## config.mk

```make
export PLATFORM = sky130hd
export DESIGN_NAME = stepper_chopper_array_flat
export DESIGN_NICKNAME = d
export VERILOG_FILES = /design/src/rtl/stepper_chopper_array_pkg.sv /design/src/rtl/stepper_chopper_array_if.sv /design/src/rtl/stepper_chopper_array_coil.sv /design/src/rtl/stepper_chopper_array.sv /design/src/flat_wrapper.sv
export SDC_FILE = /design/constraint.sdc
export NUM_CORES = 1
export LEC_CHECK = 0
export CAP_MARGIN = 40
export CORE_ASPECT_RATIO = 0.9
export CORE_MARGIN = 2
export CORE_UTILIZATION = 50
export CTS_CLUSTER_SIZE = 40
export DETAILED_ROUTE_END_ITERATION = 16
export HOLD_SLACK_MARGIN = 0.12
export PLACE_DENSITY = 0.72
export SYNTH_ARGS = -nofsm -noshare
export SYNTH_HDL_FRONTEND = slang
export SYNTH_SLANG_ARGS = --single-unit
```

## constraint.sdc

```tcl
create_clock -name clk -period 7.6 [get_ports clk]
set_clock_uncertainty 0.15 [all_clocks]
set_input_delay 1.52 -clock clk [delete_from_list [all_inputs] [get_ports clk]]
set_output_delay 1.52 -clock clk [all_outputs]
set_load 0.005 [all_outputs]
```

## src/rtl/stepper_chopper_array_pkg.sv

```systemverilog
// Shared types, gate-pattern constants and pattern decoder for the coil chopper array.
package stepper_chopper_array_pkg;

    typedef enum logic [2:0] {
        ST_OFF,
        ST_BLANK,
        ST_DRIVE,
        ST_DECAY,
        ST_FAULT
    } coil_state_e;

    // Gate vectors are {h1, l1, h2, l2}, active-high.
    localparam logic [3:0] DRIVE_FWD = 4'b1001;
    localparam logic [3:0] DRIVE_REV = 4'b0110;
    localparam logic [3:0] SLOW      = 4'b0101;
    localparam logic [3:0] ALL_OFF   = 4'b0000;

    function automatic logic [3:0] gate_pattern(input coil_state_e st, input logic dir,
                                                input logic fast);
        logic [3:0] g;
        g = ALL_OFF;
        case (st)
            ST_BLANK, ST_DRIVE: g = dir ? DRIVE_FWD : DRIVE_REV;
            ST_DECAY:           g = fast ? (dir ? DRIVE_REV : DRIVE_FWD) : SLOW;
            default:            g = ALL_OFF;
        endcase
        return g;
    endfunction

endpackage

```

## src/rtl/stepper_chopper_array_if.sv

```systemverilog
// Control/config/gate bundle between the microstep datapath and the chopper array.
interface stepper_chopper_array_if #(
    parameter int unsigned NUM_COILS = 2,
    parameter int unsigned OFFTIME_W = 10,
    parameter int unsigned BLANK_W   = 8,
    parameter int unsigned MINON_W   = 8
);
    logic                   enable;
    logic [NUM_COILS-1:0]   coil_dir;
    logic [NUM_COILS-1:0]   coil_cmp;
    logic                   fault_clear;
    logic [OFFTIME_W-1:0]   config_offtime;
    logic [OFFTIME_W-1:0]   config_fastdecay_threshold;
    logic [BLANK_W-1:0]     config_blanktime;
    logic [MINON_W-1:0]     config_minimum_on_time;
    logic                   config_invert_highside;
    logic                   config_invert_lowside;
    logic [2*NUM_COILS-1:0] s_h;
    logic [2*NUM_COILS-1:0] s_l;
    logic [NUM_COILS-1:0]   fault;

    modport master (
        output enable, coil_dir, coil_cmp, fault_clear,
        output config_offtime, config_fastdecay_threshold, config_blanktime,
        output config_minimum_on_time, config_invert_highside, config_invert_lowside,
        input  s_h, s_l, fault
    );

    modport slave (
        input  enable, coil_dir, coil_cmp, fault_clear,
        input  config_offtime, config_fastdecay_threshold, config_blanktime,
        input  config_minimum_on_time, config_invert_highside, config_invert_lowside,
        output s_h, s_l, fault
    );
endinterface

```

## src/rtl/stepper_chopper_array_coil.sv

```systemverilog
// One coil: comparator synchroniser, direction tracker, blank/drive/decay/fault FSM, gate register.
// CHOPPER_FAULT_LATCH_EN: sticky fault cleared by fault_clear; otherwise timed auto-retry.
module chopper_coil
    import stepper_chopper_array_pkg::*;
#(
    parameter int unsigned OFFTIME_W = 10,
    parameter int unsigned BLANK_W   = 8,
    parameter int unsigned MINON_W   = 8
) (
    input  logic                 clk,
    input  logic                 reset,
    input  logic                 enable,
    input  logic                 dir,
    input  logic                 cmp,
`ifdef CHOPPER_FAULT_LATCH_EN
    input  logic                 fault_clear,
`endif
    input  logic [OFFTIME_W-1:0] cfg_offtime,
    input  logic [OFFTIME_W-1:0] cfg_threshold,
    input  logic [BLANK_W-1:0]   cfg_blanktime,
    input  logic [MINON_W-1:0]   cfg_minon,
    output logic [3:0]           gates,
    output logic                 fault
);
    localparam logic [BLANK_W-1:0]   BLANK_ONE = BLANK_W'(1);
    localparam logic [OFFTIME_W-1:0] OFF_ONE   = OFFTIME_W'(1);
    localparam logic [MINON_W-1:0]   MINON_ONE = MINON_W'(1);

    coil_state_e          state_q, state_d;
    logic [BLANK_W-1:0]   blank_cnt_q, blank_cnt_d;
    logic [MINON_W-1:0]   minon_cnt_q, minon_cnt_d;
    logic [OFFTIME_W-1:0] off_cnt_q, off_cnt_d;
    logic                 cmp_meta_q, cmp_meta_d, cmp_s_q, cmp_s_d;
    logic                 dir_q, dir_d, dir_prev_q, dir_prev_d;
    logic [3:0]           gates_q, gates_d;
    logic                 fault_q, fault_d;
    logic                 dir_chg, reload, active;
    logic [BLANK_W-1:0]   blank_load;
    logic [OFFTIME_W-1:0] off_load;

    assign blank_load = (cfg_blanktime == '0) ? BLANK_ONE : cfg_blanktime;
    assign off_load   = (cfg_offtime == '0) ? OFF_ONE : cfg_offtime;
    assign dir_chg    = dir_q ^ dir_prev_q;
    assign active     = (state_q == ST_BLANK) || (state_q == ST_DRIVE) || (state_q == ST_DECAY);

    always_comb begin
        cmp_meta_d  = cmp;
        cmp_s_d     = cmp_meta_q;
        dir_d       = dir;
        dir_prev_d  = dir_q;
        state_d     = state_q;
        blank_cnt_d = blank_cnt_q;
        minon_cnt_d = minon_cnt_q;
        off_cnt_d   = off_cnt_q;
        reload      = 1'b0;

        if (((state_q == ST_BLANK) || (state_q == ST_DRIVE)) && (minon_cnt_q != '0))
            minon_cnt_d = minon_cnt_q - MINON_ONE;

        case (state_q)
            ST_OFF: begin
                if (enable) begin
                    state_d = ST_BLANK;
                    reload  = 1'b1;
                end
            end
            ST_BLANK: begin
                if (blank_cnt_q <= BLANK_ONE) state_d = ST_DRIVE;
                else blank_cnt_d = blank_cnt_q - BLANK_ONE;
            end
            ST_DRIVE: begin
                if (cmp_s_q) begin
                    off_cnt_d = off_load;
                    state_d   = (minon_cnt_q != '0) ? ST_FAULT : ST_DECAY;
                end
            end
            ST_DECAY: begin
                if (off_cnt_q <= OFF_ONE) begin
                    state_d = ST_BLANK;
                    reload  = 1'b1;
                end else begin
                    off_cnt_d = off_cnt_q - OFF_ONE;
                end
            end
            ST_FAULT: begin
`ifdef CHOPPER_FAULT_LATCH_EN
                if (fault_clear) state_d = ST_OFF;
`else
                if (off_cnt_q <= OFF_ONE) state_d = ST_OFF;
                else off_cnt_d = off_cnt_q - OFF_ONE;
`endif
            end
            default: state_d = ST_OFF;
        endcase

        // Disable beats a polarity change, which in turn beats any comparator event this cycle.
        if (active) begin
            if (!enable) begin
                state_d = ST_OFF;
            end else if (dir_chg) begin
                state_d = ST_BLANK;
                reload  = 1'b1;
            end
        end

        if (reload) begin
            blank_cnt_d = blank_load;
            minon_cnt_d = cfg_minon;
        end

        gates_d = gate_pattern(state_d, dir_q, off_cnt_d >= cfg_threshold);
        fault_d = (state_d == ST_FAULT);
    end

    always_ff @(posedge clk) begin
        if (reset) begin
            state_q     <= ST_OFF;
            blank_cnt_q <= '0;
            minon_cnt_q <= '0;
            off_cnt_q   <= '0;
            cmp_meta_q  <= 1'b0;
            cmp_s_q     <= 1'b0;
            // Track the pin through reset so release does not look like a polarity change.
            dir_q       <= dir;
            dir_prev_q  <= dir;
            gates_q     <= ALL_OFF;
            fault_q     <= 1'b0;
        end else begin
            state_q     <= state_d;
            blank_cnt_q <= blank_cnt_d;
            minon_cnt_q <= minon_cnt_d;
            off_cnt_q   <= off_cnt_d;
            cmp_meta_q  <= cmp_meta_d;
            cmp_s_q     <= cmp_s_d;
            dir_q       <= dir_d;
            dir_prev_q  <= dir_prev_d;
            gates_q     <= gates_d;
            fault_q     <= fault_d;
        end
    end

    assign gates = gates_q;
    assign fault = fault_q;

endmodule

```

## src/rtl/stepper_chopper_array.sv

```systemverilog
// N-coil current chopper: per-coil FSM instances plus shared enable/config fan-out and pin polarity.
// CHOPPER_FAULT_LATCH_EN selects sticky faults; default build uses timed auto-retry.
module stepper_chopper_array #(
    parameter int unsigned NUM_COILS = 2,
    parameter int unsigned OFFTIME_W = 10,
    parameter int unsigned BLANK_W   = 8,
    parameter int unsigned MINON_W   = 8
) (
    input logic                clk,
    input logic                reset,
    stepper_chopper_array_if.slave bus
);
    for (genvar k = 0; k < NUM_COILS; k++) begin : g_coil
        logic [3:0] gates;

        chopper_coil #(
            .OFFTIME_W (OFFTIME_W),
            .BLANK_W   (BLANK_W),
            .MINON_W   (MINON_W)
        ) u_coil (
            .clk           (clk),
            .reset         (reset),
            .enable        (bus.enable),
            .dir           (bus.coil_dir[k]),
            .cmp           (bus.coil_cmp[k]),
`ifdef CHOPPER_FAULT_LATCH_EN
            .fault_clear   (bus.fault_clear),
`endif
            .cfg_offtime   (bus.config_offtime),
            .cfg_threshold (bus.config_fastdecay_threshold),
            .cfg_blanktime (bus.config_blanktime),
            .cfg_minon     (bus.config_minimum_on_time),
            .gates         (gates),
            .fault         (bus.fault[k])
        );

        assign bus.s_h[2*k]   = gates[3] ^ bus.config_invert_highside;
        assign bus.s_l[2*k]   = gates[2] ^ bus.config_invert_lowside;
        assign bus.s_h[2*k+1] = gates[1] ^ bus.config_invert_highside;
        assign bus.s_l[2*k+1] = gates[0] ^ bus.config_invert_lowside;
    end

endmodule

```

## src/flat_wrapper.sv

```systemverilog
// flat-port wrapper written by rule: the top's interface ports become plain ports
module stepper_chopper_array_flat 
#(
    parameter int unsigned NUM_COILS = 2,
    parameter int unsigned OFFTIME_W = 10,
    parameter int unsigned BLANK_W   = 8,
    parameter int unsigned MINON_W   = 8
)
  (clk, reset, bus_enable, bus_coil_dir, bus_coil_cmp, bus_fault_clear, bus_config_offtime, bus_config_fastdecay_threshold, bus_config_blanktime, bus_config_minimum_on_time, bus_config_invert_highside, bus_config_invert_lowside, bus_s_h, bus_s_l, bus_fault);
  stepper_chopper_array_if #(.NUM_COILS(NUM_COILS), .OFFTIME_W(OFFTIME_W), .BLANK_W(BLANK_W), .MINON_W(MINON_W)) bus_i ();
  input logic clk;
  input logic reset;
  input wire logic [$bits(bus_i.enable)-1:0] bus_enable;
  input wire logic [$bits(bus_i.coil_dir)-1:0] bus_coil_dir;
  input wire logic [$bits(bus_i.coil_cmp)-1:0] bus_coil_cmp;
  input wire logic [$bits(bus_i.fault_clear)-1:0] bus_fault_clear;
  input wire logic [$bits(bus_i.config_offtime)-1:0] bus_config_offtime;
  input wire logic [$bits(bus_i.config_fastdecay_threshold)-1:0] bus_config_fastdecay_threshold;
  input wire logic [$bits(bus_i.config_blanktime)-1:0] bus_config_blanktime;
  input wire logic [$bits(bus_i.config_minimum_on_time)-1:0] bus_config_minimum_on_time;
  input wire logic [$bits(bus_i.config_invert_highside)-1:0] bus_config_invert_highside;
  input wire logic [$bits(bus_i.config_invert_lowside)-1:0] bus_config_invert_lowside;
  output wire logic [$bits(bus_i.s_h)-1:0] bus_s_h;
  output wire logic [$bits(bus_i.s_l)-1:0] bus_s_l;
  output wire logic [$bits(bus_i.fault)-1:0] bus_fault;
  assign bus_i.enable = bus_enable;
  assign bus_i.coil_dir = bus_coil_dir;
  assign bus_i.coil_cmp = bus_coil_cmp;
  assign bus_i.fault_clear = bus_fault_clear;
  assign bus_i.config_offtime = bus_config_offtime;
  assign bus_i.config_fastdecay_threshold = bus_config_fastdecay_threshold;
  assign bus_i.config_blanktime = bus_config_blanktime;
  assign bus_i.config_minimum_on_time = bus_config_minimum_on_time;
  assign bus_i.config_invert_highside = bus_config_invert_highside;
  assign bus_i.config_invert_lowside = bus_config_invert_lowside;
  assign bus_s_h = bus_i.s_h;
  assign bus_s_l = bus_i.s_l;
  assign bus_fault = bus_i.fault;
  stepper_chopper_array #(.NUM_COILS(NUM_COILS), .OFFTIME_W(OFFTIME_W), .BLANK_W(BLANK_W), .MINON_W(MINON_W)) u_core (.clk(clk), .reset(reset), .bus(bus_i));
endmodule
```

Word level (Yosys, flattened, before mapping)
Cells that the tools add are included.
Widths: inputs -> output; s select.
- add/sub/neg operators: 6
- $lt $le $gt $ge: 6
- equal/unequal tests: 18
- mux-type cells: 59
- bitwise operators: 10
- reduce and logical (&&, ||, !) cells: 22
- operators by type and width (kind ; number):
    $mux 8 ; 11
    $mux 3 ; 18
    $mux 10 ; 5
    $pmux 10 s2 ; 2
    $sub 8x1->8 const B ; 4
    $pmux 3 s5 ; 2
    $eq 3x2->1 const B ; 8
    $mux 4 ; 6
    $ge 10x10->1 ; 2
    $le 10x1->1 const B ; 2
    $sub 10x1->10 const B ; 2
    $le 8x1->1 const B ; 2
    $pmux 4 s2 ; 2
    $reduce_bool 8->1 ; 2
    $eq 3x1->1 const B ; 4
    $eq 3x3->1 const B ; 4
    $mux 1 ; 11
    $logic_not 10->1 ; 1
    $xor 1x1->1 ; 10
    $logic_not 8->1 ; 1
    $reduce_bool 2->1 ; 4
    $reduce_or 2->1 ; 4
    $logic_not 3->1 ; 2
    $logic_or 1x1->1 ; 4
    4 further kinds ; 8
- register bits after elaboration: 76
- bits of input ports: 46
- output and inout bits: 10
- logic and storage cells: 141

Logic depth before layout (Yosys ltp)
- depth in word-level cells: 10
- mapped depth: 14
- depth with buffers taken out: 14

Modules after synthesis
Synthesis repeated with hierarchy kept, for this count alone.
- cells, all modules: 607
- area total of the unflattened synthesis: 4917.2 sq um
- by module, submodules not included (module ; times used ; cells each ; area an instance (sq um) ; sequential area each (sq um)):
    chopper_coil at u_core.g_coil[1].u_coil ; 1 ; 304 ; 2452.4 ; 760.7
    chopper_coil at u_core.g_coil[0].u_coil ; 1 ; 295 ; 2394.8 ; 760.7
    stepper_chopper_array ; 1 ; 8 ; 70.1 ; 0.0

Worst setup path before layout
Ideal clock, no wire load.
- path kind: input to register
- start: input bus_config_offtime[6]
- end: register u_core.g_coil[0].u_coil.gates_q[3]
- library setup time: 0.106 ns
- arrival time: 3.323 ns
- required time: 7.344 ns
- slack: 4.021 ns
- stages on the path: 11
- path buffers: 0
- path through: nor4_1 > a31oi_1 > o22ai_1 > a21oi_1 > ha_1 > nand2b_1 > a21oi_1 > o21ai_0 > a221oi_1 > or4_1 > o311ai_0
- longest elaborated chain between the ends: 7
- RTL lines (element ; RTL line ; source):
    start: declaration ; flat_wrapper.sv:17 ; input wire logic [$bits(bus_i.config_offtime)-1:0] bus_config_offtime;
    $logic_not 10->1 ; stepper_chopper_array_coil.sv:42 ; assign off_load = (cfg_offtime == '0) ? OFF_ONE : cfg_offtime;
    $mux 10 * ; stepper_chopper_array_coil.sv:42 ;
    $mux 10 * ; stepper_chopper_array_coil.sv:72 ; if (cmp_s_q) begin
    $pmux 10 s2 * ; stepper_chopper_array_coil.sv:60 ; case (state_q)
    $ge 10x10->1 * ; stepper_chopper_array_coil.sv:111 ; gates_d = gate_pattern(state_d, dir_q, off_cnt_d >= cfg_threshold);
    $mux 4 * ; stepper_chopper_array_pkg.sv:24 ; ST_DECAY: g = fast ? (dir ? DRIVE_REV : DRIVE_FWD) : SLOW;
    $pmux 4 s2 * ; stepper_chopper_array_pkg.sv:22 ; case (st)
    end signal: assignment ; stepper_chopper_array_coil.sv:137 ; gates_q <= gates_d;
    end: declaration ; stepper_chopper_array_coil.sv:35 ; logic [3:0] gates_q, gates_d;
Mark *: on every way between the ends. The rest lies on a longest branch, timed or not.
A chain may end at the register's enable or synchronous reset.

Final worst setup path
- start: input bus_config_invert_lowside
- end: output bus_s_l[2]
- longest elaborated chain between the ends: 1
- RTL lines (element ; RTL line ; source):
    start: declaration ; flat_wrapper.sv:22 ; input wire logic [$bits(bus_i.config_invert_lowside)-1:0] bus_config_invert_lowside;
    $xor 1x1->1 ; stepper_chopper_array.sv:38 ; assign bus.s_l[2*k] = gates[2] ^ bus.config_invert_lowside;
    end: declaration ; flat_wrapper.sv:24 ; output wire logic [$bits(bus_i.s_l)-1:0] bus_s_l;
Every way passes these cells.

==> flow_metrics.py <==
metrics = {
    "setup_path": {
        "r2r_slack_ns": 3.51,
        "cp.arrival_ns": 2.95,
        "startpoint_type": "input pin",
        "reg2reg_from": "u_core.g_coil[0].u_coil.state_q[0]",
        "crit_start": "bus_config_invert_lowside",
        "end_kind": "primary output",
        "reg2reg_to": "u_core.g_coil[0].u_coil.gates[1]",
        "crit_fanout": 4,
        "reg2reg_depth": 11,
        "crit_required_ns": 5.93,
        "path_class": "in2out",
        "crit_path_end": "bus_s_l[2]",
    },
    "floorplanning": {
        "core_area_sq_mm": 0.00925,
        "die_y_um": 97.2,
        "fp.dieArea_sq_mm": 0.0104,
        "initial_utilization": 0.521,
        "io_pins": 56,
        "rows": 33,
        "die_w_um": 108,
    },
    "clocking": {
        "ctsHoldBuffers": 0,
        "htreeDepth": 3,
        "cts_buffers": 9,
        "clock-sinks": 76,
        "cts_resized": 0,
        "cts-root-buf": "clkbuf_8",
        "clkLatencyLatePin_ns": 0.36,
        "postCtsSetupBuffers": 0,
        "clockBufferDepth": 2,
        "cts_tree": "yes",
        "path_clk_slew_ns": 0.08,
    },
    "synth": {
        "netlist_area_sq_mm": 0.00482,
        "async_reset_ff_frac": 0,
        "yosysSeqAreaShare": 0.316,
        "ys.flop_type": "dfxtp_1",
        "yosysUniqueCellTypes": 65,
        "synth_cells": 584,
        "synthTopCellsByArea": "dfxtp_1 (32%), ha_1 (7.8%), nor2_1 (5.8%)",
        "synth_commonest_cells": "dfxtp_1 (76), nor2_1 (75), a211oi_1 (31), nand2_1 (31)",
        "synth_top_area_share": 0.316,
        "synth_nets": 660,
        "synth_top_area_cell": "dfxtp_1",
        "synth_edf_count": 0,
        "syn_area_per_cell_sq_um": 8.25,
        "yosysWarnings": 0,
        "synth_seq_cells": 76,
        "yosysMostFrequentCell": "dfxtp_1",
    },
    "detailed_routing": {
        "detail_route.wl_per_cell_um": 16.0,
        "firstDrtPassIters": 7,
        "drt-initial-drc-count": 297,
        "routed_via_density": 5.87,
        "drc": 0,
        "routed_wl_um": 12000,
        "final_antenna_net_count": 0,
        "vias": 4411,
    },
    "timing": {
        "max-slew-margin-rel": 0.437,
        "rsz0062_at_grt": "no",
        "max_slew.worst_pin.slew_ns": 0.844,
        "min_period_ns": 4.62,
        "slew_viol_final": 0,
        "setup_viol": 0,
        "setup_tns_ns": 0,
        "fmax_mhz": 217,
        "setup_slack_ns": 2.98,
        "period_share": 0.607,
        "hold_viol": 0,
    },
    "layout": {
        "n_antenna_cell": 0,
        "nets": 701,
        "syn_to_final_growth_pct": 16.8,
        "drive_gt1_frac": 0.0604,
    },
    "min_path": {
        "hold_class": "reg2reg",
    },
    "grt": {
        "grt_pass1_vias": 4072,
        "grt_start_max_net_pins": 76,
        "globalRouteOverflowTotal": 0,
        "antenna_found_initial": 0,
        "gr-usage-all-layers": 0.238,
        "grt_pass1_wl_um": 20200,
    },
    "power_and_ir_drop": {
        "peakVddDrop_uv": 133,
        "p_per_area_mw_per_mm2": 182,
        "power.leakage_nw": 2.23,
    },
    "place": {
        "place_ws_ns": 2.88,
        "place_hpwl_um": 8990,
        "port_buffers": 54,
        "routabilityCongestion": 0.927,
    },
    "status": {
        "status": "finished, final reports clean",
    },
    "flow_run": {
        "cap_violations": 0,
    },
}
## critical path, stage by stage
cell             delay, ns
clkdlybuf4s50_1       0.63
xor2_1                0.25
clkdlybuf4s50_1       0.55
## placed cells by master, fill, tap and decap left out, types with 17 or more instances in the layout
| master | n |
|---|---|
| a211oi_1 | 31 |
| nor2_1 | 75 |
| o21ai_0 | 30 |
| ha_1 | 30 |
| xnor2_1 | 22 |
| dfxtp_1 | 76 |
| a21oi_1 | 21 |
| nand2_1 | 31 |
| nor3_1 | 17 |
| nor2b_1 | 25 |
| inv_1 | 26 |
| xor2_1 | 20 |
| clkdlybuf4s50_1 | 53 |
## stage by stage
stage	area [sq um]	hold WS [ns]	util	power, mW	std cells
5_1_grt	5630	0.306	0.609	1.09	751
6_report	5630	0.300	0.609	1.03	751
4_1_cts	5630	0.303	0.609	1.03	751
2_1_floorplan	4820	0.264	-	0.645	584
3_3_place_gp	5400	0.271	0.584	0.713	734
3_5_place_dp	5440	0.284	0.588	0.726	736
## metal layers
| metal | share of wire | track usage | vias to the layer above |
|---|---|---|---|
| li1 | - | - | 2210 |
| met1 | 0.47 | 0.344 | 2024 |
| met2 | 0.44 | 0.357 | 156 |
| met3 | 0.072 | 0.0476 | 21 |
| met4 | 0.016 | 0.0720 | 0 |
| met5 | 0 | 0 | - |
## worst min-delay path by stage
| stage | to | slack [ns] | depth (start not counted) | from |
|---|---|---|---|---|
| 2_1_floorplan | u_core.g_coil[0].u_coil.cmp_s_q | 0.26 | 1 | u_core.g_coil[0].u_coil.cmp_meta_q |
| 3_3_place_gp | u_core.g_coil[1].u_coil.cmp_s_q | 0.27 | 1 | u_core.g_coil[1].u_coil.cmp_meta_q |
| 3_5_place_dp | u_core.g_coil[1].u_coil.cmp_s_q | 0.28 | 1 | u_core.g_coil[1].u_coil.cmp_meta_q |
| 4_1_cts | u_core.g_coil[1].u_coil.cmp_s_q | 0.30 | 1 | u_core.g_coil[1].u_coil.cmp_meta_q |
| 5_1_grt | u_core.g_coil[1].u_coil.cmp_s_q | 0.31 | 1 | u_core.g_coil[1].u_coil.cmp_meta_q |
| 6_report | u_core.g_coil[1].u_coil.cmp_s_q | 0.30 | 1 | u_core.g_coil[1].u_coil.cmp_meta_q |
## final cells by class
type	instances	area [sq um]
clock buffer	10	138
tap	122	153
multi-input combinational	454	3080
inverter	26	97.6
clock inverter	5	52.6
sequential	76	1520
fill	821	3620
timing repair buffer	58	593
## logic make-up (layout without fill, tap and decap cells)
group	count (synthesis)	count (layout)	synth area share
flip-flops	76	76	0.316
multiplexers	11	11	0.0234
adder cells (fa/ha/maj)	30	30	0.0779
buffers and inverters	54	99	0.0465
AND/OR/NAND/NOR	228	228	0.249
XOR/XNOR	42	42	0.0763
AO/OA/AOI/OAI	143	143	0.212
## flip-flops by register name (all words and copies together) (netlist names)
name / flops
u_core.g_coil.u_coil.dir_prev_q: 2
u_core.g_coil.u_coil.cmp_meta_q: 2
u_core.g_coil.u_coil.blank_cnt_q: 16
u_core.g_coil.u_coil.off_cnt_q: 20
u_core.g_coil.u_coil.minon_cnt_q: 16
u_core.g_coil.u_coil.cmp_s_q: 2
u_core.g_coil.u_coil.dir_prev_d: 2
u_core.g_coil.u_coil.state_q: 6
u_core.g_coil.u_coil.fault: 2
u_core.g_coil.u_coil.gates: 8
## power breakdown
part	leakage, nW	internal [mW]	switching (mW)
sequential	0.625	0.430	0.0331
combinational	1.51	0.124	0.134
clock	0.0979	0.157	0.148
total	2.23	0.711	0.315
Note: power is estimated with default switching activity, not from simulation.
